**src/rtl/if_stage_if.sv**
```systemverilog
// Bundle of the fetch stage's control, redirect, instruction-memory and
// IF/ID pipeline-register signals. The fetch stage sits on the slave side;
// the hazard unit, ID stage and instruction memory sit on the master side.
// There is no valid/ready handshake here. if_id_valid is a qualifier: when it
// is 1, if_id_instr/if_id_pc4 hold a real fetched instruction; when it is 0,
// they hold a bubble. Stalls use the pc_write/if_id_write enables instead of
// ready.
interface if_stage_if #(
  parameter int CNT_W = 16
);
  logic             pc_write;
  logic             if_id_write;
  logic             branch_taken;
  logic [31:0]      branch_target;
  logic             jump;
  logic [31:0]      jump_target;
  logic [31:0]      imem_addr;
  logic [31:0]      imem_rdata;
  logic [31:0]      pc;
  logic [31:0]      if_id_instr;
  logic [31:0]      if_id_pc4;
  logic             if_id_valid;
  logic [CNT_W-1:0] stall_cnt;
  logic [CNT_W-1:0] flush_cnt;

  modport master (
    output pc_write, if_id_write, branch_taken, branch_target,
           jump, jump_target, imem_rdata,
    input  imem_addr, pc, if_id_instr, if_id_pc4, if_id_valid,
           stall_cnt, flush_cnt
  );

  modport slave (
    input  pc_write, if_id_write, branch_taken, branch_target,
           jump, jump_target, imem_rdata,
    output imem_addr, pc, if_id_instr, if_id_pc4, if_id_valid,
           stall_cnt, flush_cnt
  );
endinterface

```
**src/rtl/if_stage.sv**
```systemverilog
// Instruction fetch stage: PC register with stall/branch/jump selection,
// IF/ID pipeline register with flush, and saturating stall/flush counters.
// Every output comes straight from a register, so imem_rdata never reaches
// an output combinationally.
module if_stage #(
  parameter logic [31:0] RESET_PC = 32'h0000_0000,
  parameter int          CNT_W    = 16
) (
  input  logic      clk,
  input  logic      rst_n,
  if_stage_if.slave bus
);

  localparam logic [31:0]      WORD_MASK = 32'hFFFF_FFFC;
  localparam logic [CNT_W-1:0] CNT_MAX   = '1;

  logic [31:0]      pc_q, pc_d;
  logic [31:0]      pc_plus4;
  logic [31:0]      instr_q, instr_d;
  logic [31:0]      pc4_q, pc4_d;
  logic             valid_q, valid_d;
  logic [CNT_W-1:0] stall_cnt_q, stall_cnt_d;
  logic [CNT_W-1:0] flush_cnt_q, flush_cnt_d;
  logic             redirect;

  // Wraps naturally at 2^32: 32'hFFFF_FFFC + 4 gives 0.
  assign pc_plus4 = pc_q + 32'd4;

  // A flush only happens when IF/ID is allowed to update. A held IF/ID keeps
  // its contents even when a redirect is requested.
  assign redirect = bus.if_id_write & (bus.branch_taken | bus.jump);

  // Next-PC select: stall wins, then branch, then jump, then sequential.
  always_comb begin
    pc_d = pc_plus4;
    if (!bus.pc_write) begin
      pc_d = pc_q;
    end else if (bus.branch_taken) begin
      pc_d = bus.branch_target & WORD_MASK;
    end else if (bus.jump) begin
      pc_d = bus.jump_target & WORD_MASK;
    end
  end

  // IF/ID next value: hold, insert a bubble, or capture the fetched word.
  always_comb begin
    instr_d = instr_q;
    pc4_d   = pc4_q;
    valid_d = valid_q;
    if (bus.if_id_write) begin
      if (redirect) begin
        instr_d = 32'h0000_0000;
        pc4_d   = 32'h0000_0000;
        valid_d = 1'b0;
      end else begin
        instr_d = bus.imem_rdata;
        pc4_d   = pc_plus4;
        valid_d = 1'b1;
      end
    end
  end

  // Event counters stick at all-ones instead of wrapping.
  always_comb begin
    stall_cnt_d = stall_cnt_q;
    flush_cnt_d = flush_cnt_q;
    if (!bus.pc_write && (stall_cnt_q != CNT_MAX)) begin
      stall_cnt_d = stall_cnt_q + 1'b1;
    end
    if (redirect && (flush_cnt_q != CNT_MAX)) begin
      flush_cnt_d = flush_cnt_q + 1'b1;
    end
  end

  // State registers. Reset wins over stall, branch and jump in the same cycle.
  always_ff @(posedge clk) begin
    if (!rst_n) begin
      pc_q        <= RESET_PC & WORD_MASK;
      instr_q     <= 32'h0000_0000;
      pc4_q       <= 32'h0000_0000;
      valid_q     <= 1'b0;
      stall_cnt_q <= '0;
      flush_cnt_q <= '0;
    end else begin
      pc_q        <= pc_d;
      instr_q     <= instr_d;
      pc4_q       <= pc4_d;
      valid_q     <= valid_d;
      stall_cnt_q <= stall_cnt_d;
      flush_cnt_q <= flush_cnt_d;
    end
  end

  assign bus.imem_addr   = pc_q;
  assign bus.pc          = pc_q;
  assign bus.if_id_instr = instr_q;
  assign bus.if_id_pc4   = pc4_q;
  assign bus.if_id_valid = valid_q;
  assign bus.stall_cnt   = stall_cnt_q;
  assign bus.flush_cnt   = flush_cnt_q;

endmodule

```
**src/flat_wrapper.sv**
```systemverilog
// flat-port wrapper written by rule: the top's interface ports become plain ports
module if_stage_flat 
#(
  parameter logic [31:0] RESET_PC = 32'h0000_0000,
  parameter int          CNT_W    = 16
)
  (clk, rst_n, bus_pc_write, bus_if_id_write, bus_branch_taken, bus_branch_target, bus_jump, bus_jump_target, bus_imem_rdata, bus_imem_addr, bus_pc, bus_if_id_instr, bus_if_id_pc4, bus_if_id_valid, bus_stall_cnt, bus_flush_cnt);
  if_stage_if #(.CNT_W(CNT_W)) bus_i ();
  input  logic clk;
  input  logic rst_n;
  input wire logic [$bits(bus_i.pc_write)-1:0] bus_pc_write;
  input wire logic [$bits(bus_i.if_id_write)-1:0] bus_if_id_write;
  input wire logic [$bits(bus_i.branch_taken)-1:0] bus_branch_taken;
  input wire logic [$bits(bus_i.branch_target)-1:0] bus_branch_target;
  input wire logic [$bits(bus_i.jump)-1:0] bus_jump;
  input wire logic [$bits(bus_i.jump_target)-1:0] bus_jump_target;
  input wire logic [$bits(bus_i.imem_rdata)-1:0] bus_imem_rdata;
  output wire logic [$bits(bus_i.imem_addr)-1:0] bus_imem_addr;
  output wire logic [$bits(bus_i.pc)-1:0] bus_pc;
  output wire logic [$bits(bus_i.if_id_instr)-1:0] bus_if_id_instr;
  output wire logic [$bits(bus_i.if_id_pc4)-1:0] bus_if_id_pc4;
  output wire logic [$bits(bus_i.if_id_valid)-1:0] bus_if_id_valid;
  output wire logic [$bits(bus_i.stall_cnt)-1:0] bus_stall_cnt;
  output wire logic [$bits(bus_i.flush_cnt)-1:0] bus_flush_cnt;
  assign bus_i.pc_write = bus_pc_write;
  assign bus_i.if_id_write = bus_if_id_write;
  assign bus_i.branch_taken = bus_branch_taken;
  assign bus_i.branch_target = bus_branch_target;
  assign bus_i.jump = bus_jump;
  assign bus_i.jump_target = bus_jump_target;
  assign bus_i.imem_rdata = bus_imem_rdata;
  assign bus_imem_addr = bus_i.imem_addr;
  assign bus_pc = bus_i.pc;
  assign bus_if_id_instr = bus_i.if_id_instr;
  assign bus_if_id_pc4 = bus_i.if_id_pc4;
  assign bus_if_id_valid = bus_i.if_id_valid;
  assign bus_stall_cnt = bus_i.stall_cnt;
  assign bus_flush_cnt = bus_i.flush_cnt;
  if_stage #(.RESET_PC(RESET_PC), .CNT_W(CNT_W)) u_core (.clk(clk), .rst_n(rst_n), .bus(bus_i));
endmodule
```
**config.mk**
```make
export PLATFORM = sky130hd
export DESIGN_NAME = if_stage_flat
export DESIGN_NICKNAME = d
export VERILOG_FILES = /design/src/rtl/if_stage_if.sv /design/src/rtl/if_stage.sv /design/src/flat_wrapper.sv
export SDC_FILE = /design/constraint.sdc
export NUM_CORES = 1
export LEC_CHECK = 0
export BUFFER_PORTS_ARGS = -buffer_cell sky130_fd_sc_hd__clkbuf_2
export CORE_UTILIZATION = 52
export DETAILED_ROUTE_END_ITERATION = 7
export PLACE_DENSITY = 0.93
export SLEW_MARGIN = 20
export SYNTH_ARGS = -nofsm -noshare
export SYNTH_HDL_FRONTEND = slang
export SYNTH_SLANG_ARGS = --single-unit
export TNS_END_PERCENT = 10
```
**constraint.sdc**
```tcl
create_clock -name clk -period 6 [get_ports clk]
set_input_delay 1.2 -clock clk [delete_from_list [all_inputs] [get_ports clk]]
set_output_delay 1.2 -clock clk [all_outputs]
set_load 0.03 [all_outputs]
```
==> reports/results.txt, run 1 <==
CTS resizes -> 0
Initial core utilization -> 53.75%
Routed WL -> 19030 µm
Vias in the first global route -> 5666
Top fanout value on the critical path -> 45
Utilization after layout -> 68.62%
Yosys Warn Count -> 0
Final Hold Violating Endpoints -> 0
Die X -> 110.9 µm
Detail-routed net length per standard cell -> 17.70 µm
Clock tree from TritonCTS -> done
Die H -> 110.9 µm
Maximum clock frequency -> 298.8 MHz
Remaining routing DRC violations -> 0
Outcome -> completed
Combined buffer and inverter count along the critical path -> 3
Die outline area -> 12290 µm²
Post-synth EDFFs -> 0
Largest delay contributor family on the critical path -> buffers and inverters
Unique masters post-synth -> 72
Total area of multi-input combinational cells -> 3183 µm²
Number of I/O port buffers -> 254
Nets -> 1025
Endpoint of the worst setup timing path -> u_core.bus.if_id_pc4[29]
Leading register cell type out of synthesis -> sky130_fd_sc_hd__dfxtp_1
Clock network latency to the later pin of the worst-skew pair -> 0.43 ns
Overall via count from detail_route -> 6309
# Post-CTS Setup Buffers -> 0
Total Negative Setup Slacks -> 0 ns
Class of the worst hold path -> register to register
Library cell used as clock root buffer -> sky130_fd_sc_hd__clkbuf_16
Antenna Cells -> 0
Grt total ovfl -> 0
Final worst clock skew -> 0.01407 ns
Top-level port count -> 263
Area overhead of the layout relative to synthesis -> 27.67%
Data required, critical path -> 6.34 ns
Core Region -> 11470 µm²
Maximum cell stage delay along the critical path -> 0.63 ns
Number of max-capacitance violations reported -> 0
Global router's overall resource usage -> 30.54%
RR Endpoint -> u_core.bus.imem_addr[22]
Post-synthesis cell area -> 6163 µm²
Final weighted congestion in routability-driven placement -> 0.9166
Post-synthesis average cell area -> 8.560 µm²
Type of element launching the critical path -> primary input
Slew Limit Fails -> 0
Worst setup slack for register-to-register paths -> 3.42 ns
Clock edge transition at the registers on the reported setup and hold paths -> 0.06 ns
Transition time at the pin with the least slew margin -> 0.9875 ns
Largest net degree at the start of global routing -> 57
Mean number of vias per cell -> 5.869
RSZ-0062 raised after global routing -> false
Reg area -> 2522 µm²
Final setup viols -> 0
Largest voltage drop on the vdd net -> 270.4 µV
Standard-cell rows -> 39
Launching element of the worst setup path -> rst_n
Most common cell after layout, fill and taps aside -> sky130_fd_sc_hd__clkbuf_2
Post-layout min period -> 3.347 ns
Launch point of the worst reg-to-reg path -> u_core.bus.imem_addr[2]
Global-route wire length before repair -> 29450 µm
CTS Sinks -> 126
Relative max-transition margin -> 33.98%
HPWL reported at the end of detailed placement -> 13060 µm
Tot Pwr -> 2305 µW
Critical setup path kind -> primary input to register
Slowest cell on the critical path -> sky130_fd_sc_hd__nor2_4
Count of H-tree levels built during CTS -> 4
Leakage dissipation -> 0.003428 µW
Number of CTS-inserted buffers -> 17
Max Root-Sink Buffers -> 2
Count of nets left with antenna violations after detail routing -> 0
Final period util -> 55.78%
Pre-Repair DR Iteration Count -> 5
Endpoint class of the critical path -> register
Cts hold-fix bufs -> 0
Power density over the cells -> 292.9 nW/µm²
Commonest cells after routing, fill and taps aside -> 254 x sky130_fd_sc_hd__clkbuf_2, 126 x sky130_fd_sc_hd__dfxtp_1, 80 x sky130_fd_sc_hd__nand2_1, 54 x sky130_fd_sc_hd__o21ai_0, 46 x sky130_fd_sc_hd__nor2_1
Antenna violations before repair -> 0
Critical path, cell by cell -> clkbuf_2 -> inv_2 -> nor2_4 -> buf_4 -> nand2_1 -> o21ai_1
Crit path DAT -> 3.69 ns
Count of cells along the worst register-to-register path -> 6
Post-synthesis async set-or-reset flop share -> 0%
Layout filler cell count -> 912
First-iteration detailed-routing DRC count -> 485
Cell count along the critical path -> 6
Fraction of final layout cells sized beyond drive strength 1 -> 33.58%
Part of the Yosys area used for sequential elements -> 40.93%
Syn Inst Count -> 720
Synthesis-stage register bit count -> 126
kinds of logic after synthesis:
family	share of synthesized area [%]
buf+inv	7.836
simple gates	22.37
xor+xnor	6.537
flops	40.93
compound gates	19.16
mux	2.497
other cells	0.06084
fa+ha+maj	0.6091
worst min-delay path, stage by stage (launching register included):
cell,delay [ns]
sky130_fd_sc_hd__dfxtp_1,0.31
sky130_fd_sc_hd__nand2_1,0.05
sky130_fd_sc_hd__nand2_1,0.04
layer usage:
layer  global-route usage (%)  vias up  part of all wire [%]  wire length (µm)
met4                    15.47        0                   4.1               779
met2                    50.14      352                    48              9101
met3                    8.420       65                   8.2              1561
met1                    36.58     2916                    40              7588
li1                         -     2976                     -                 -
met5                        0        -                     0                 0
cells in the mapped netlist (4+ instances only):
master                       n  area, µm²
sky130_fd_sc_hd__inv_1       8      30.03
sky130_fd_sc_hd__o22ai_1     9      56.30
sky130_fd_sc_hd__a22o_1     35      306.5
sky130_fd_sc_hd__o211ai_1    6      45.04
sky130_fd_sc_hd__nor2b_1     8      50.05
sky130_fd_sc_hd__a31oi_1     5      31.28
sky130_fd_sc_hd__clkbuf_1   37      138.9
sky130_fd_sc_hd__nand3_1    34      170.2
sky130_fd_sc_hd__o21ai_1     6      30.03
sky130_fd_sc_hd__o21ai_0    54      270.3
sky130_fd_sc_hd__a21oi_1    16      80.08
sky130_fd_sc_hd__and4_1      7      61.31
sky130_fd_sc_hd__xnor2_1    26      227.7
sky130_fd_sc_hd__dfxtp_1   126       2522
sky130_fd_sc_hd__nand2_1    80      300.3
sky130_fd_sc_hd__or3_1       5      31.28
sky130_fd_sc_hd__mux2i_1    12      120.1
sky130_fd_sc_hd__buf_2       7      35.03
sky130_fd_sc_hd__nor2_1     47      176.4
sky130_fd_sc_hd__nor3_1     13      65.06
sky130_fd_sc_hd__and3_1     12      75.07
sky130_fd_sc_hd__buf_4      35      262.8
sky130_fd_sc_hd__nand4_1    20      125.1
sky130_fd_sc_hd__a22oi_1    14      105.1
sky130_fd_sc_hd__xor2_1     20      175.2
sky130_fd_sc_hd__nand3b_1    4      30.03
sky130_fd_sc_hd__nor4_1      7      43.79
how the worst min path moves through the flow:
stage | depth (start not counted) | slack (ns) | endpoint | from
after floorplan | 2 | 0.57 | u_core.bus.if_id_pc4[30] | u_core.bus.if_id_pc4[30]
after global placement | 2 | 0.43 | u_core.bus.if_id_pc4[30] | u_core.bus.if_id_pc4[30]
after detailed placement | 2 | 0.43 | u_core.bus.if_id_pc4[30] | u_core.bus.if_id_pc4[30]
after CTS | 2 | 0.45 | u_core.bus.if_id_pc4[30] | u_core.bus.if_id_pc4[30]
after global routing | 2 | 0.46 | u_core.bus.if_id_pc4[30] | u_core.bus.if_id_pc4[30]
final | 2 | 0.45 | u_core.bus.if_id_pc4[30] | u_core.bus.if_id_pc4[30]
per-stage QoR:
step / area, µm² / instances / hold slack [ns] / setup WS (ns)
global placement: 7224 / 1044 / 0.4256 / 2.321
finish: 7869 / 1075 / 0.4465 / 2.653
floorplan: 6175 / 723 / 0.5669 / 3.437
CTS: 7869 / 1075 / 0.4510 / 2.697
detailed placement: 7231 / 1044 / 0.4301 / 2.239
global route: 7869 / 1075 / 0.4616 / 2.463
layout make-up:
class                   instances  share of cell area [%]
multi-input cells             506                   40.45
inverters                      10                  0.4770
well taps                     143                   2.274
clock inverters                12                   2.353
clock buffers                  19                   5.756
repair buffers                259                   16.63
flip-flops and latches        126                   32.06
flip-flops by register name, summed over array words and instances, names as in the netlist:
register,flops
u_core.bus.flush_cnt,16
u_core.bus.if_id_instr,32
u_core.bus.if_id_pc4,31
u_core.bus.if_id_valid,1
u_core.bus.imem_addr,30
u_core.bus.stall_cnt,16
where the power goes:
group	internal [µW]	switching, µW
clock network	718	394
logic	95.0	190
registers	864	44.4
No activity file was read; power rests on OpenSTA's default activity.
==> run 2, diff against run 1 <==
--- a/config.mk
+++ b/config.mk
@@ -6,9 +6,9 @@
 export NUM_CORES = 1
 export LEC_CHECK = 0
 export BUFFER_PORTS_ARGS = -buffer_cell sky130_fd_sc_hd__clkbuf_2
-export CORE_UTILIZATION = 52
+export CORE_UTILIZATION = 48
 export DETAILED_ROUTE_END_ITERATION = 7
-export PLACE_DENSITY = 0.93
+export PLACE_DENSITY = 0.87
 export SLEW_MARGIN = 20
 export SYNTH_ARGS = -nofsm -noshare
 export SYNTH_HDL_FRONTEND = slang
==> constraint.sdc (replaced) <==
create_clock -name clk -period 3.27 [get_ports clk]
set_input_delay 0.654 -clock clk [delete_from_list [all_inputs] [get_ports clk]]
set_output_delay 0.654 -clock clk [all_outputs]
set_load 0.03 [all_outputs]
==> reports/results.txt, run 2 (synthesis results as in run 1) <==
Type of element launching the critical path -> register (was primary input)
Die H -> 115.3 µm (was 110.9 µm)
Cts hold-fix bufs -> 0 (unchanged)
Final setup viols -> 0 (unchanged)
Global-route wire length before repair -> 28570 µm (was 29450 µm)
Placed inst area -> 7328 µm² (was 7231 µm²)
Remaining routing DRC violations -> 0 (unchanged)
Number of I/O port buffers -> 254 (unchanged)
Fraction of final layout cells sized beyond drive strength 1 -> 34.18% (was 33.58%)
Worst Hold End -> u_core.bus.if_id_instr[21] (was u_core.bus.if_id_pc4[30])
Total Negative Setup Slacks -> 0 ns (unchanged)
Area overhead of the layout relative to synthesis -> 30.02% (was 27.67%)
Nets -> 1034 (was 1025)
Number of CTS-inserted buffers -> 17 (unchanged)
Final worst clock skew -> 0.007104 ns (was 0.01407 ns)
Largest net degree at the start of global routing -> 62 (was 57)
Grt total ovfl -> 0 (unchanged)
Outcome -> completed (unchanged)
RR Endpoint -> u_core.bus.imem_addr[30] (was u_core.bus.imem_addr[22])
Top-level port count -> 263 (unchanged)
Final period util -> 72.85%
CTS resizes -> 0 (unchanged)
Standard-cell rows -> 41 (was 39)
Vias in the first global route -> 5490 (was 5666)
Global router's overall resource usage -> 28.21% (was 30.54%)
Pre-Repair DR Iteration Count -> 5 (unchanged)
Relative max-transition margin -> 50.20% (was 33.98%)
Utilization after layout -> 63.76% (was 68.62%)
Class of the worst hold path -> primary input to register (was register to register)
Library cell used as clock root buffer -> sky130_fd_sc_hd__clkbuf_16 (unchanged)
Die outline area -> 13300 µm² (was 12290 µm²)
RSZ-0062 raised after global routing -> false (unchanged)
CTS Sinks -> 126 (unchanged)
Worst hold slack after final layout -> 0.4439 ns (was 0.4465 ns)
Final Hold Violating Endpoints -> 0 (unchanged)
Routed WL -> 18720 µm (was 19030 µm)
Largest voltage drop on the vdd net -> 323.8 µV (was 270.4 µV)
Count of nets left with antenna violations after detail routing -> 0 (unchanged)
Mean number of vias per cell -> 5.575 (was 5.869)
Most common cell after layout, fill and taps aside -> sky130_fd_sc_hd__clkbuf_2 (unchanged)
Core Region -> 12570 µm² (was 11470 µm²)
Clock network latency to the later pin of the worst-skew pair -> 0.42 ns (was 0.43 ns)
Combined buffer and inverter count along the critical path -> 0 (was 3)
Power density over the cells -> 545.3 nW/µm² (was 292.9 nW/µm²)
Worst setup slack for register-to-register paths -> 0.89 ns (was 3.42 ns)
Slowest cell on the critical path -> sky130_fd_sc_hd__or4_1 (was sky130_fd_sc_hd__nor2_4)
Data required, critical path -> 3.53 ns (was 6.34 ns)
Antenna violations before repair -> 0 (unchanged)
Final weighted congestion in routability-driven placement -> 0.8530 (was 0.9166)
Maximum cell stage delay along the critical path -> 0.65 ns (was 0.63 ns)
Number of max-capacitance violations reported -> 0 (unchanged)
# Post-CTS Setup Buffers -> 0 (unchanged)
Beginning of the worst hold path -> bus_imem_rdata[21] (was u_core.bus.if_id_pc4[30])
Clock edge transition at the registers on the reported setup and hold paths -> 0.06 ns (about the same)
Initial core utilization -> 49.04% (was 53.75%)
Count of cells along the worst register-to-register path -> 6 (unchanged)
Endpoint class of the critical path -> register (unchanged)
Launching element of the worst setup path -> u_core.bus.imem_addr[2] (was rst_n)
HPWL reported at the end of detailed placement -> 13570 µm (was 13060 µm)
Critical path, cell by cell -> ha_1 -> nand3_1 -> or4_1 -> o31a_1 -> o21ai_1 -> a41oi_1 (was clkbuf_2 -> inv_2 -> nor2_4 -> buf_4 -> nand2_1 -> o21ai_1)
Slew Limit Fails -> 0 (unchanged)
Top fanout value on the critical path -> 8 (was 45)
Count of H-tree levels built during CTS -> 4 (unchanged)
Detail-routed net length per standard cell -> 16.79 µm (was 17.70 µm)
Die X -> 115.3 µm (was 110.9 µm)
Post-layout min period -> 2.382 ns
Flip-flop count of the largest register after layout -> 32 (unchanged)
Crit path DAT -> 2.65 ns (was 3.69 ns)
Overall via count from detail_route -> 6216 (was 6309)
Largest delay contributor family on the critical path -> simple AND/OR/NAND/NOR gates (was buffers and inverters)
Leakage dissipation -> 0.003503 µW (was 0.003428 µW)
Launch point of the worst reg-to-reg path -> u_core.bus.imem_addr[2] (unchanged)
Max Root-Sink Buffers -> 2 (unchanged)
Critical setup path kind -> register to register (was primary input to register)
Maximum clock frequency -> 419.8 MHz
Transition time at the pin with the least slew margin -> 0.7443 ns (was 0.9875 ns)
Commonest cells after routing, fill and taps aside -> 254 x sky130_fd_sc_hd__clkbuf_2, 126 x sky130_fd_sc_hd__dfxtp_1, 80 x sky130_fd_sc_hd__nand2_1, 54 x sky130_fd_sc_hd__o21ai_0, 46 x sky130_fd_sc_hd__nor2_1 (unchanged)
Layout Cell Area excl Fill -> 8014 µm² (was 7869 µm²)
Hold path depth -> 2 (unchanged)
First-iteration detailed-routing DRC count -> 413 (was 485)
Clock tree from TritonCTS -> done (unchanged)
run 2: final cells by class:
cell class,instances,area (µm²)
Antenna cell,1,2.502
Fill cell,1048,4554
Clock buffer,17,425.4
Timing Repair Buffer,268,1376
Tap cell,172,215.2
Clock inverter,15,257.7
Sequential cell,126,2522
Inverter,10,37.54
Multi-Input combinational cell,506,3177
run 2: per-stage QoR:
stage / setup WS, ns / total power [µW] / std cells
CTS: 0.9116 / 4390 / 1114
global route: 0.7323 / 4523 / 1114
floorplan: 1.047 / 2054 / 723
global placement: 0.7909 / 2213 / 1082
finish: 0.8877 / 4370 / 1115
detailed placement: 0.7166 / 2222 / 1082
run 2: worst reg2reg max path, stage by stage (launching register included):
cell,delay [ns]
sky130_fd_sc_hd__dfxtp_1,0.52
sky130_fd_sc_hd__ha_1,0.24
sky130_fd_sc_hd__nand3_1,0.20
sky130_fd_sc_hd__or4_1,0.65
sky130_fd_sc_hd__o31a_1,0.36
sky130_fd_sc_hd__o21ai_1,0.14
sky130_fd_sc_hd__a41oi_1,0.12
run 2: power by group:
part	leakage [µW]	internal [µW]	total (µW)	switching, µW
sequential	0.00102	1580	1670	81.1
combinational	0.00215	179	527	348
clock	0.000329	1440	2180	734
total	0.00350	3210	4370	1160
run 2: worst max path at each step:
stage                     slack, ns                       end  cells past startpoint
after global placement         0.79  u_core.bus.flush_cnt[10]                      6
after detailed placement       0.72  u_core.bus.flush_cnt[11]                      6
after floorplan                1.05  u_core.bus.imem_addr[30]                      7
after CTS                      0.91  u_core.bus.imem_addr[30]                      6
after global routing           0.73  u_core.bus.imem_addr[30]                      6
final                          0.89  u_core.bus.imem_addr[30]                      6
run 2: layer usage:
layer	wire length (µm)	share of wire [%]	GRT usage [%]	vias up
li1	-	-	-	3003
met1	7733	41	35.07	2849
met2	8966	48	46.11	327
met3	1625	8.7	6.431	37
met4	391	2.1	13.59	0
met5	0	0	0	-
==> run 3, diff against run 2 <==
==> constraint.sdc (replaced) <==
create_clock -name clk -period 2.3 [get_ports clk]
set_input_delay 0.46 -clock clk [delete_from_list [all_inputs] [get_ports clk]]
set_output_delay 0.46 -clock clk [all_outputs]
set_load 0.03 [all_outputs]
==> reports/results.txt, run 3 (synthesis results as in run 1) <==
Outcome -> complete, but fails checks (was completed)
Violated checks -> DRC
Cell count along the critical path -> 5 (was 6)
Final std cells w/o fill -> 1139 (was 1115)
Leakage dissipation -> 0.003626 µW (was 0.003503 µW)
Data required, critical path -> 2.58 ns (was 3.53 ns)
Detail-routed net length per standard cell -> 17.13 µm (was 16.79 µm)
Global router's overall resource usage -> 28.84% (was 28.21%)
Pre-Repair DR Iteration Count -> 7 (was 5)
Cts hold-fix bufs -> 0 (unchanged)
Largest delay contributor family on the critical path -> simple AND/OR/NAND/NOR gates (unchanged)
Vias in the first global route -> 5703 (was 5490)
Combined buffer and inverter count along the critical path -> 0 (unchanged)
Utilization after layout -> 65.42% (was 63.76%)
Critical setup path kind -> register to register (unchanged)
Fraction of final layout cells sized beyond drive strength 1 -> 35.75% (was 34.18%)
CTS Sinks -> 126 (unchanged)
Count of H-tree levels built during CTS -> 4 (unchanged)
Die X -> 115.3 µm (unchanged)
Final worst clock skew -> 0.009717 ns (was 0.007104 ns)
Number of CTS-inserted buffers -> 17 (unchanged)
Layout filler cell count -> 1045 (was 1048)
Largest voltage drop on the vdd net -> 605.0 µV (was 323.8 µV)
Most common cell after layout, fill and taps aside -> sky130_fd_sc_hd__clkbuf_2 (unchanged)
Count of nets left with antenna violations after detail routing -> 0 (unchanged)
# Post-CTS Setup Buffers -> 0 (unchanged)
First-iteration detailed-routing DRC count -> 514 (was 413)
Overall via count from detail_route -> 6392 (was 6216)
Clock tree from TritonCTS -> done (unchanged)
Grt total ovfl -> 0 (unchanged)
Remaining routing DRC violations -> 2 (was 0)
Power density over the cells -> 772.4 nW/µm² (was 545.3 nW/µm²)
Reg area -> 2522 µm² (unchanged)
Total Negative Setup Slacks -> 0 ns (unchanged)
Class of the worst hold path -> primary input to register (unchanged)
Global-route wire length before repair -> 28990 µm (was 28570 µm)
Max Root-Sink Buffers -> 2 (unchanged)
Clock network latency to the later pin of the worst-skew pair -> 0.42 ns (about the same)
Final Hold Violating Endpoints -> 0 (unchanged)
HPWL reported at the end of detailed placement -> 14090 µm (was 13570 µm)
Antenna violations before repair -> 1 (was 0)
Maximum cell stage delay along the critical path -> 0.69 ns (was 0.65 ns)
CTS resizes -> 0 (unchanged)
Worst path setup slack after routing -> 0.1069 ns (was 0.8877 ns)
Final weighted congestion in routability-driven placement -> 0.9126 (was 0.8530)
Flip-flop count of the largest register after layout -> 32 (unchanged)
Top fanout value on the critical path -> 8 (unchanged)
Final setup viols -> 0 (unchanged)
Count of cells along the worst register-to-register path -> 5 (was 6)
Nets -> 1057 (was 1034)
Crit path DAT -> 2.47 ns (was 2.65 ns)
Slew Limit Fails -> 0 (unchanged)
Number of I/O port buffers -> 254 (unchanged)
Type of element launching the critical path -> register (unchanged)
Commonest cells after routing, fill and taps aside -> 254 x sky130_fd_sc_hd__clkbuf_2, 126 x sky130_fd_sc_hd__dfxtp_1, 80 x sky130_fd_sc_hd__nand2_1, 54 x sky130_fd_sc_hd__o21ai_0, 46 x sky130_fd_sc_hd__nor2_1 (unchanged)
Clock edge transition at the registers on the reported setup and hold paths -> 0.06 ns (about the same)
Routed WL -> 19510 µm (was 18720 µm)
Die H -> 115.3 µm (unchanged)
Transition time at the pin with the least slew margin -> 0.5604 ns (was 0.7443 ns)
Final period util -> 95.35% (was 72.85%)
Library cell used as clock root buffer -> sky130_fd_sc_hd__clkbuf_16 (unchanged)
Die outline area -> 13300 µm² (unchanged)
Number of max-capacitance violations reported -> 0 (unchanged)
Total area of multi-input combinational cells -> 3177 µm² (unchanged)
Core Region -> 12570 µm² (unchanged)
Largest net degree at the start of global routing -> 62 (unchanged)
Post-layout min period -> 2.193 ns (was 2.382 ns)
Initial core utilization -> 49.04% (unchanged)
RSZ-0062 raised after global routing -> false (unchanged)
Area overhead of the layout relative to synthesis -> 33.39% (was 30.02%)
Standard-cell rows -> 41 (unchanged)
Relative max-transition margin -> 62.50% (was 50.20%)
Tot Pwr -> 6350 µW (was 4370 µW)
Number of instances in the placed design -> 1105 (was 1082)
Top-level port count -> 263 (unchanged)
Critical path, cell by cell -> nand4_4 -> or4_1 -> o31a_1 -> o21ai_1 -> a41oi_1 (was ha_1 -> nand3_1 -> or4_1 -> o31a_1 -> o21ai_1 -> a41oi_1)
Worst setup slack before clock tree synthesis -> 0.1476 ns (was 0.7166 ns)
Maximum clock frequency -> 456.0 MHz (was 419.8 MHz)
Mean number of vias per cell -> 5.612 (was 5.575)
Hold path depth -> 2 (unchanged)
Slowest cell on the critical path -> sky130_fd_sc_hd__or4_1 (unchanged)
Endpoint class of the critical path -> register (unchanged)
run 3: power breakdown:
part | internal, µW | switching, µW | total [µW]
sequential | 2250 | 81.7 | 2330
combinational | 287 | 544 | 830
clock | 2170 | 1010 | 3190
run 3: path summary, 6_finish.rpt:
check                                start                    endpoint  slack, ns
hold / removal          bus_imem_rdata[27]  u_core.bus.if_id_instr[27]       0.26
setup / recovery  u_core.bus.imem_addr[12]    u_core.bus.imem_addr[30]       0.11
hold reg to reg   u_core.bus.if_id_pc4[29]    u_core.bus.if_id_pc4[29]       0.45
setup reg to reg  u_core.bus.imem_addr[12]    u_core.bus.imem_addr[30]       0.11
run 3: final cells by class:
| type | count | share of cell area (%) |
|---|---|---|
| Timing Repair Buffer | 291 | 18.99 |
| Tap cell | 172 | 2.618 |
| Sequential cell | 126 | 30.68 |
| Clock inverter | 14 | 3.211 |
| Multi-Input combinational cell | 506 | 38.64 |
| Antenna cell | 2 | 0.06087 |
| Clock buffer | 18 | 5.342 |
| Inverter | 10 | 0.4566 |
run 3: per-layer routing:
metal / share of wire [%] / vias up / global-route usage (%)
met2: 47 / 359 / 47.11
met5: 0 / - / 0
li1: - / 3044 / -
met1: 39 / 2945 / 33.61
met4: 3.2 / 0 / 15.24
met3: 10 / 44 / 9.436
run 3: metrics by stage:
step           hold WS [ns]  cell area [µm²]
2_1_floorplan        0.5669             6175
3_3_place_gp         0.4331             7513
3_5_place_dp         0.4440             7513
5_1_grt              0.2440             8219
4_1_cts              0.2368             8217
6_report             0.2562             8222
